--- config.mk ---
export PLATFORM = sky130hd
export DESIGN_NAME = decoder_addr_sequencer
export DESIGN_NICKNAME = d
export VERILOG_FILES = /design/src/rtl/decoder_addr_sequencer.sv
export SDC_FILE = /design/constraint.sdc
export NUM_CORES = 1
export LEC_CHECK = 0
export ABC_CLOCK_PERIOD_IN_PS = 2300
export CORE_MARGIN = 2
export CORE_UTILIZATION = 47
export CTS_CLUSTER_SIZE = 12
export DETAILED_ROUTE_END_ITERATION = 16
export GPL_ROUTABILITY_DRIVEN = 0
export GPL_TIMING_DRIVEN = 0
export MAX_ROUTING_LAYER = met4
export PLACE_DENSITY = 0.82
export SYNTH_ARGS = -nofsm -noshare
export SYNTH_HDL_FRONTEND = slang
export SYNTH_SLANG_ARGS = --single-unit
export TNS_END_PERCENT = 1
--- constraint.sdc ---
create_clock -name clk -period 2.3 [get_ports clk]
set_input_delay 0.345 -clock clk [delete_from_list [all_inputs] [get_ports clk]]
set_output_delay 0.345 -clock clk [all_outputs]
set_load 0.02 [all_outputs]
--- src/rtl/decoder_addr_sequencer.sv ---
// decoder_addr_sequencer: FIFO-buffered select issue and 0..3 scan for a 2-to-4 enable decoder (optional SEQ_OVERFLOW_FLAG_EN adds a sticky overflow port)
module decoder_addr_sequencer #(
  parameter int DEPTH   = 4,
  parameter int STRETCH = 1
) (
  input  logic                     clk,
  input  logic                     reset,
  input  logic                     req_valid,
  input  logic [1:0]               req_addr,
  output logic                     req_ready,
  input  logic                     stall,
  input  logic                     scan_start,
  output logic                     address0,
  output logic                     address1,
  output logic                     enable,
  output logic                     busy,
  output logic [$clog2(DEPTH):0]   count
`ifdef SEQ_OVERFLOW_FLAG_EN
  ,
  output logic                     overflow
`endif
);
  localparam int AW = $clog2(DEPTH);
  localparam int SW = $clog2(STRETCH + 1);
  typedef enum logic [1:0] {IDLE, ISSUE, SCAN} state_t;
  state_t          state_q, state_d;
  logic [1:0]      mem_q [DEPTH];
  logic [AW-1:0]   wr_q, rd_q;
  logic [AW:0]     cnt_q;
  logic            pend_q;
  logic [SW-1:0]   st_q, st_d;
  logic [1:0]      idx_q, idx_d, sel_q, sel_d;
  logic            en_q, en_d;
  logic            push, pop, take_scan, full;
  assign full      = cnt_q == (AW+1)'(DEPTH);
  assign req_ready = !reset && !full;
  assign push      = req_valid && req_ready;
  assign address0  = sel_q[0];
  assign address1  = sel_q[1];
  assign enable    = en_q;
  assign count     = cnt_q;
  assign busy      = state_q != IDLE || pend_q || cnt_q != '0;
  // slot scheduler: hold while stretching, step the sweep, else pick scan > FIFO > idle
  always_comb begin
    state_d   = state_q;
    st_d      = st_q;
    idx_d     = idx_q;
    sel_d     = sel_q;
    en_d      = en_q;
    pop       = 1'b0;
    take_scan = 1'b0;
    if (!stall) begin
      if (state_q != IDLE && st_q != '0) begin
        st_d = st_q - SW'(1);
      end else if (state_q == SCAN && idx_q != 2'd3) begin
        idx_d = idx_q + 2'd1;
        sel_d = idx_q + 2'd1;
        st_d  = SW'(STRETCH - 1);
      end else if (pend_q) begin
        state_d   = SCAN;
        idx_d     = 2'd0;
        sel_d     = 2'd0;
        en_d      = 1'b1;
        st_d      = SW'(STRETCH - 1);
        take_scan = 1'b1;
      end else if (cnt_q != '0) begin
        state_d = ISSUE;
        sel_d   = mem_q[rd_q];
        en_d    = 1'b1;
        st_d    = SW'(STRETCH - 1);
        pop     = 1'b1;
      end else begin
        state_d = IDLE;
        sel_d   = 2'd0;
        en_d    = 1'b0;
        st_d    = '0;
      end
    end
  end
  // FIFO storage; contents are only read while occupancy is non-zero
  always_ff @(posedge clk) begin
    if (push) mem_q[wr_q] <= req_addr;
  end
  // control, pointer and registered decoder-facing state
  always_ff @(posedge clk) begin
    if (reset) begin
      state_q <= IDLE;
      st_q    <= '0;
      idx_q   <= '0;
      sel_q   <= '0;
      en_q    <= 1'b0;
      pend_q  <= 1'b0;
      wr_q    <= '0;
      rd_q    <= '0;
      cnt_q   <= '0;
    end else begin
      state_q <= state_d;
      st_q    <= st_d;
      idx_q   <= idx_d;
      sel_q   <= sel_d;
      en_q    <= en_d;
      pend_q  <= scan_start || (pend_q && !take_scan);
      wr_q    <= wr_q + AW'(push);
      rd_q    <= rd_q + AW'(pop);
      cnt_q   <= cnt_q + (AW+1)'(push) - (AW+1)'(pop);
    end
  end
`ifdef SEQ_OVERFLOW_FLAG_EN
  logic ovf_q;
  assign overflow = ovf_q;
  // sticky flag for any request presented while the FIFO is full
  always_ff @(posedge clk) begin
    if (reset) ovf_q <= 1'b0;
    else if (req_valid && full) ovf_q <= 1'b1;
  end
`endif
endmodule

# After elaboration in Yosys (flattened, before gate mapping)
# Memory sizes are Yosys's and may differ from the RTL's. A register that Yosys moved wholly into a read port is not among the register bits.
# Index checks and enable logic that the tools add are counted.
# totals
mem_bits_rw	8
reg_bits	16
input_bits	7
mem_count	1
elab_cells	60
# op_classes
muxes	21
n_reduce_logical	17
eq_ne	3
add_sub_neg	6
bitwise	3
# memory_table
memory	depth	width	rd	rd_clocked_by_memory_dff	wr	line_no	rtl
mem_q	4	2	1	1	1	27	logic [1:0] mem_q [DEPTH];
# op_table
operator	n
1-bit two-way mux	14
2-bit two-way mux	7
3-bit AND reduction	2
1-bit logical AND	5
2-bit by 1-bit adder with 2-bit output	2
2-bit nonzero test	2
3-bit by 1-bit adder with 3-bit output	1
3-bit == test (second input constant)	1
1-bit logical NOT	3
1-bit logical OR	3
1-bit inverter	3
3-bit nonzero test	1
3-bit by 1-bit subtractor with 3-bit output	1
2-bit by 1-bit adder with 2-bit output (second input constant)	1
2-bit == test (second input constant)	1
2-bit inequality test (second input constant)	1
2-bit AND reduction	1
1-bit subtractor (second input constant)	1

# Logic depth before layout (Yosys ltp)
# depth
depth_word	8
depth_mapped	9

# Worst setup path before layout
# OpenSTA, ideal clock, no wires.
# synth_path
path_type	register to register
startpoint	reg cnt_q[1] (netlist: count[1])
endpoint	reg cnt_q[2] (netlist: count[2])
setup_slack_ns	-0.106
required_time_ns	2.172
path_stages_with_launch	10
period_less_slack_ns	2.406
arrival_ns	2.278
cell_sequence	dfxtp_1 -> nor2_1 -> a21oi_1 -> nand2_1 -> xnor2_1 -> ha_1 -> fa_1 -> xnor2_1 -> xnor2_1 -> nor2_1
# synth_between
word_cells_on_any_way	12
# synth_rtl
item	line_no	rtl
start, declared	29	logic [AW:0] cnt_q;
start signal, assigned	105	cnt_q <= cnt_q + (AW+1)'(push) - (AW+1)'(pop);
3-bit == test	35	assign full = cnt_q == (AW+1)'(DEPTH);
1-bit logical NOT	36	assign req_ready = !reset && !full;
1-bit logical AND	36	
net req_ready	10	output logic req_ready,
1-bit logical AND	37	assign push = req_valid && req_ready;
3-bit by 1-bit adder with 3-bit output	105	
3-bit by 1-bit subtractor with 3-bit output	105	
# The timed path passes the listed nets, and every way through them passes these cells.
# A chain may end at the register's enable or synchronous reset.

# Worst setup path after layout
# layout_path
startpoint	reg idx_q[0]
endpoint	reg cnt_q[2] (netlist: count[2])
# layout_between
elab_chain_len	6
# layout_lines
item	line_no	rtl
start, declared	32	logic [1:0] idx_q, idx_d, sel_q, sel_d;
start signal, assigned	99	idx_q <= idx_d;
2-bit inequality test	55	end else if (state_q == SCAN && idx_q != 2'd3) begin
1-bit logical AND	55	
1-bit two-way mux	55	
1-bit two-way mux	53	if (state_q != IDLE && st_q != '0) begin
1-bit two-way mux	52	if (!stall) begin
3-bit by 1-bit subtractor with 3-bit output	105	
# No other way between the ends.

==> impl_results.md <==
- Yosys cell types: 30
- Setup Skew: ~0.0056 ns
- Clk_lat worst skew: between 0.3 and 0.4 ns
- 1st-iter DRT viols: 7
- Peak supply drop: 887.9 uV
- CTS max path bufs: 2
- Slew Limit Fails: 0
- Clk network pwr share: 0.223
- Finished Layout Cells: 134
- Cell Chain, Critical Path: ha_1 -> o21ba_2 -> o211a_4 -> xnor2_1 -> ha_1 -> fa_2 -> xnor2_2 -> xnor2_1 -> nor2_1
- Initial Utilization: 0.5056
- Share of cells above drive strength 1: 0.1121
- Hold path start: reset
- Cell taking the most area after synthesis: dfxtp_1
- Pre-CTS setup slack: -0.2227 ns
- Final wirelength: ~1700 um
- P&R area growth vs syn: 23.36%
- Unrepaired setup endpoints after global routing: false
- Crit path launch type: register
- Post-Place Cells: 130
- TritonCTS clock tree: done
- Vias: about 720
- Hold crit path type: in2reg
- Post-Route M1 WL: 704 um
- Post-synth EDFFs: 8
- Uppermost layer routed: met4
- Total CTS buffers: 3
- Syn Area/Cell: about 11 um^2
- Most frequent cells in the layout: dfxtp_1 (16), nor2_1 (13), clkdlybuf4s50_1 (12)
- N_diodes: 0
- Rows: 16
- Total Routing Usage GR: 0.1631
- Post-DP HPWL: about 1300 um
- Met2 WL: just over 900 um
- Final WS setup: approximately 0.11 ns
- Final period utilization: 0.9533
- Post-synthesis sequential area ratio: 0.5538
- Pint: 0.0009311 W
- Die area: 2541 um^2
- Fin crit period: ~2.2 ns
- I/O Pins: 15
- Pwr Density: about 1100 nW/um^2
- Outcome: finished, final reports clean
- Final setup fails: 0
- NetSw: around 0.00042 W
- Nets: roughly 120
- Worst path bufs/invs: 0
- Total grt overflow: 0
- Post-synth ARST share: 0
- Antenna violations before repair: 0
- Die Y: a little over 50 um
- Cell Area, Synth: between 1000 and 1500 um^2
- Comb pwr share: 0.362
- Endpoints failing hold: 0
- CP top delay family: adder cells
- Largest net degree at the start of global routing: 15
- CP Capture Type: register
- Routed len/inst: between 10 and 15 um
- Die width: between 50 and 60 um
- Core footprint: 2002 um^2
- Port buffer count: 13
- Vias in the first global route: roughly 700
- Top cell type's share of synthesized area: 0.3164
- Worst-Margin Slew: about 0.44 ns
- Synth warnings: 0
- P_leak: between 0.4 and 0.5 nW
- Worst-path clk slew: about 0.13 ns
- Crit path from: idx_q[0]
- Syn nets: 101
- Achievable Freq: 456.1 MHz
- Fill count: 165
- H-tree Lvls: 1
- Data arrival, critical path: around 2.4 ns
- Maxcap violations: 0
- DR pass1 iterations: 4
- First-pass GRT wire length: 2939 um
- Post-CTS Repair Setup Buffers: 0
- Worst reg2reg path startpoint: idx_q[0]
- Kind of critical path: reg2reg
- Synth Flop Type: dfxtp_1
- Switch share: 0.3089
- Ranking of synthesized cells by area: dfxtp_1 (32%), edfxtp_1 (24%), nor2_1 (4.8%)
- Commonest non-fill, non-tap cell in the layout: dfxtp_1
- CTS Sinks: 24
- Remaining antenna violation count: 0
- Vias per inst: about 5.4
- TNS Setup: 0 ns
- Slew Limit Headroom: 0.7065
- Yosys reg bits: 24
- Crit-path max cell delay: 0.36 ns
- Critical Path RT: 2.51 ns
- Post-route DRC: 0
- Post-Synthesis Cells: 90
- Root buffer cell: clkbuf_4
- Max FO, Critical Path: 6
- Reg power frac: 0.415
- Finished Core Util: 0.6238
- Routed length on met3: around 70 um
- Slowest cell on crit path: fa_2
## state kept, by name, summed over array words and instances, names as in the netlist
name,cells
mem_q,8
count,3
idx_q,2
rd_q,2
sel_q,2
state_q,2
wr_q,2
enable,1
pend_q,1
st_q,1
## through the flow
stage                     area (um^2)   power, W  hold slack (ns)
after floorplan                  1016  0.0008728           0.4439
after global routing             1249   0.001426           0.4256
final                            1249   0.001347           0.3979
after CTS                        1239   0.001336           0.4025
after detailed placement         1180   0.001032           0.4705
after global placement           1180   0.001016           0.4573
## kinds of logic after synthesis
| family | share of synthesized area |
|---|---|
| and+or+nand+nor | 0.1632 |
| DFF | 0.5538 |
| AOI/OAI and AO/OA | 0.1014 |
| xor gates and xnor gates | 0.05192 |
| buffers and inverters | 0.01854 |
| adders and majority gates | 0.05687 |
| muxes | 0.05439 |
## worst reg2reg max path: stages, from the launching register on
cell	delay [ns]
dfxtp_1	0.35
ha_1	0.22
o21ba_2	0.22
o211a_4	0.26
xnor2_1	0.13
ha_1	0.20
fa_2	0.36
xnor2_2	0.17
xnor2_1	0.13
nor2_1	0.05
## timing repair
item | 4_1_cts | 5_1_grt
resized for setup | 2 | 2
endpoints found under the setup margin | 2 | 1
hold buffers | 0 | 0
## final timing paths
path                                  to  depth (start not counted)  slack, ns
worst max-delay path            count[2]                          9       0.11
worst min-delay path            count[0]                          2       0.40
worst max register to register  count[2]                          9       0.11
worst min register to register  idx_q[0]                          2       0.49
## area by class of cell
class,count,area (um^2),area share
sequential,24,560.5,0.4489
multi-input combinational,61,454.2,0.3637
timing repair buffer,13,128.9,0.1032
tap,27,33.78,0.02705
clock inverter,1,30.03,0.02405
clock buffer,3,22.52,0.01804
inverter,3,11.26,0.009018
buffer,2,7.507,0.006012
## cell usage after synthesis, drive strengths merged (2+ instances only)
| cell | n |
|---|---|
| dfxtp | 16 |
| nor2 | 13 |
| edfxtp | 8 |
| nand2 | 7 |
| a21oi | 5 |
| xnor2 | 5 |
| ha | 3 |
| inv | 3 |
| nor2b | 3 |
| clkbuf | 2 |
| mux4 | 2 |
| nand2b | 2 |
| nor3 | 2 |
| nor3b | 2 |
| or3 | 2 |
## per-layer routing
| layer | vias up | track usage |
|---|---|---|
| met2 | 15 | 0.2829 |
| met5 | - | - |
| met3 | 4 | 0.03571 |
| met4 | 0 | 0.1081 |
| met1 | 349 | 0.1638 |
| li1 | 355 | - |
## power by group through the flow
stage	logic, W	clock network, W	registers (W)
after floorplan	0.000277	0	0.000596
after global placement	0.000453	0	0.000562
after detailed placement	0.000466	0	0.000567
after CTS	0.000473	0.000305	0.000558
after global routing	0.000534	0.000324	0.000568
final	0.000488	0.000301	0.000559
No activity file was read; power rests on OpenSTA's default activity.
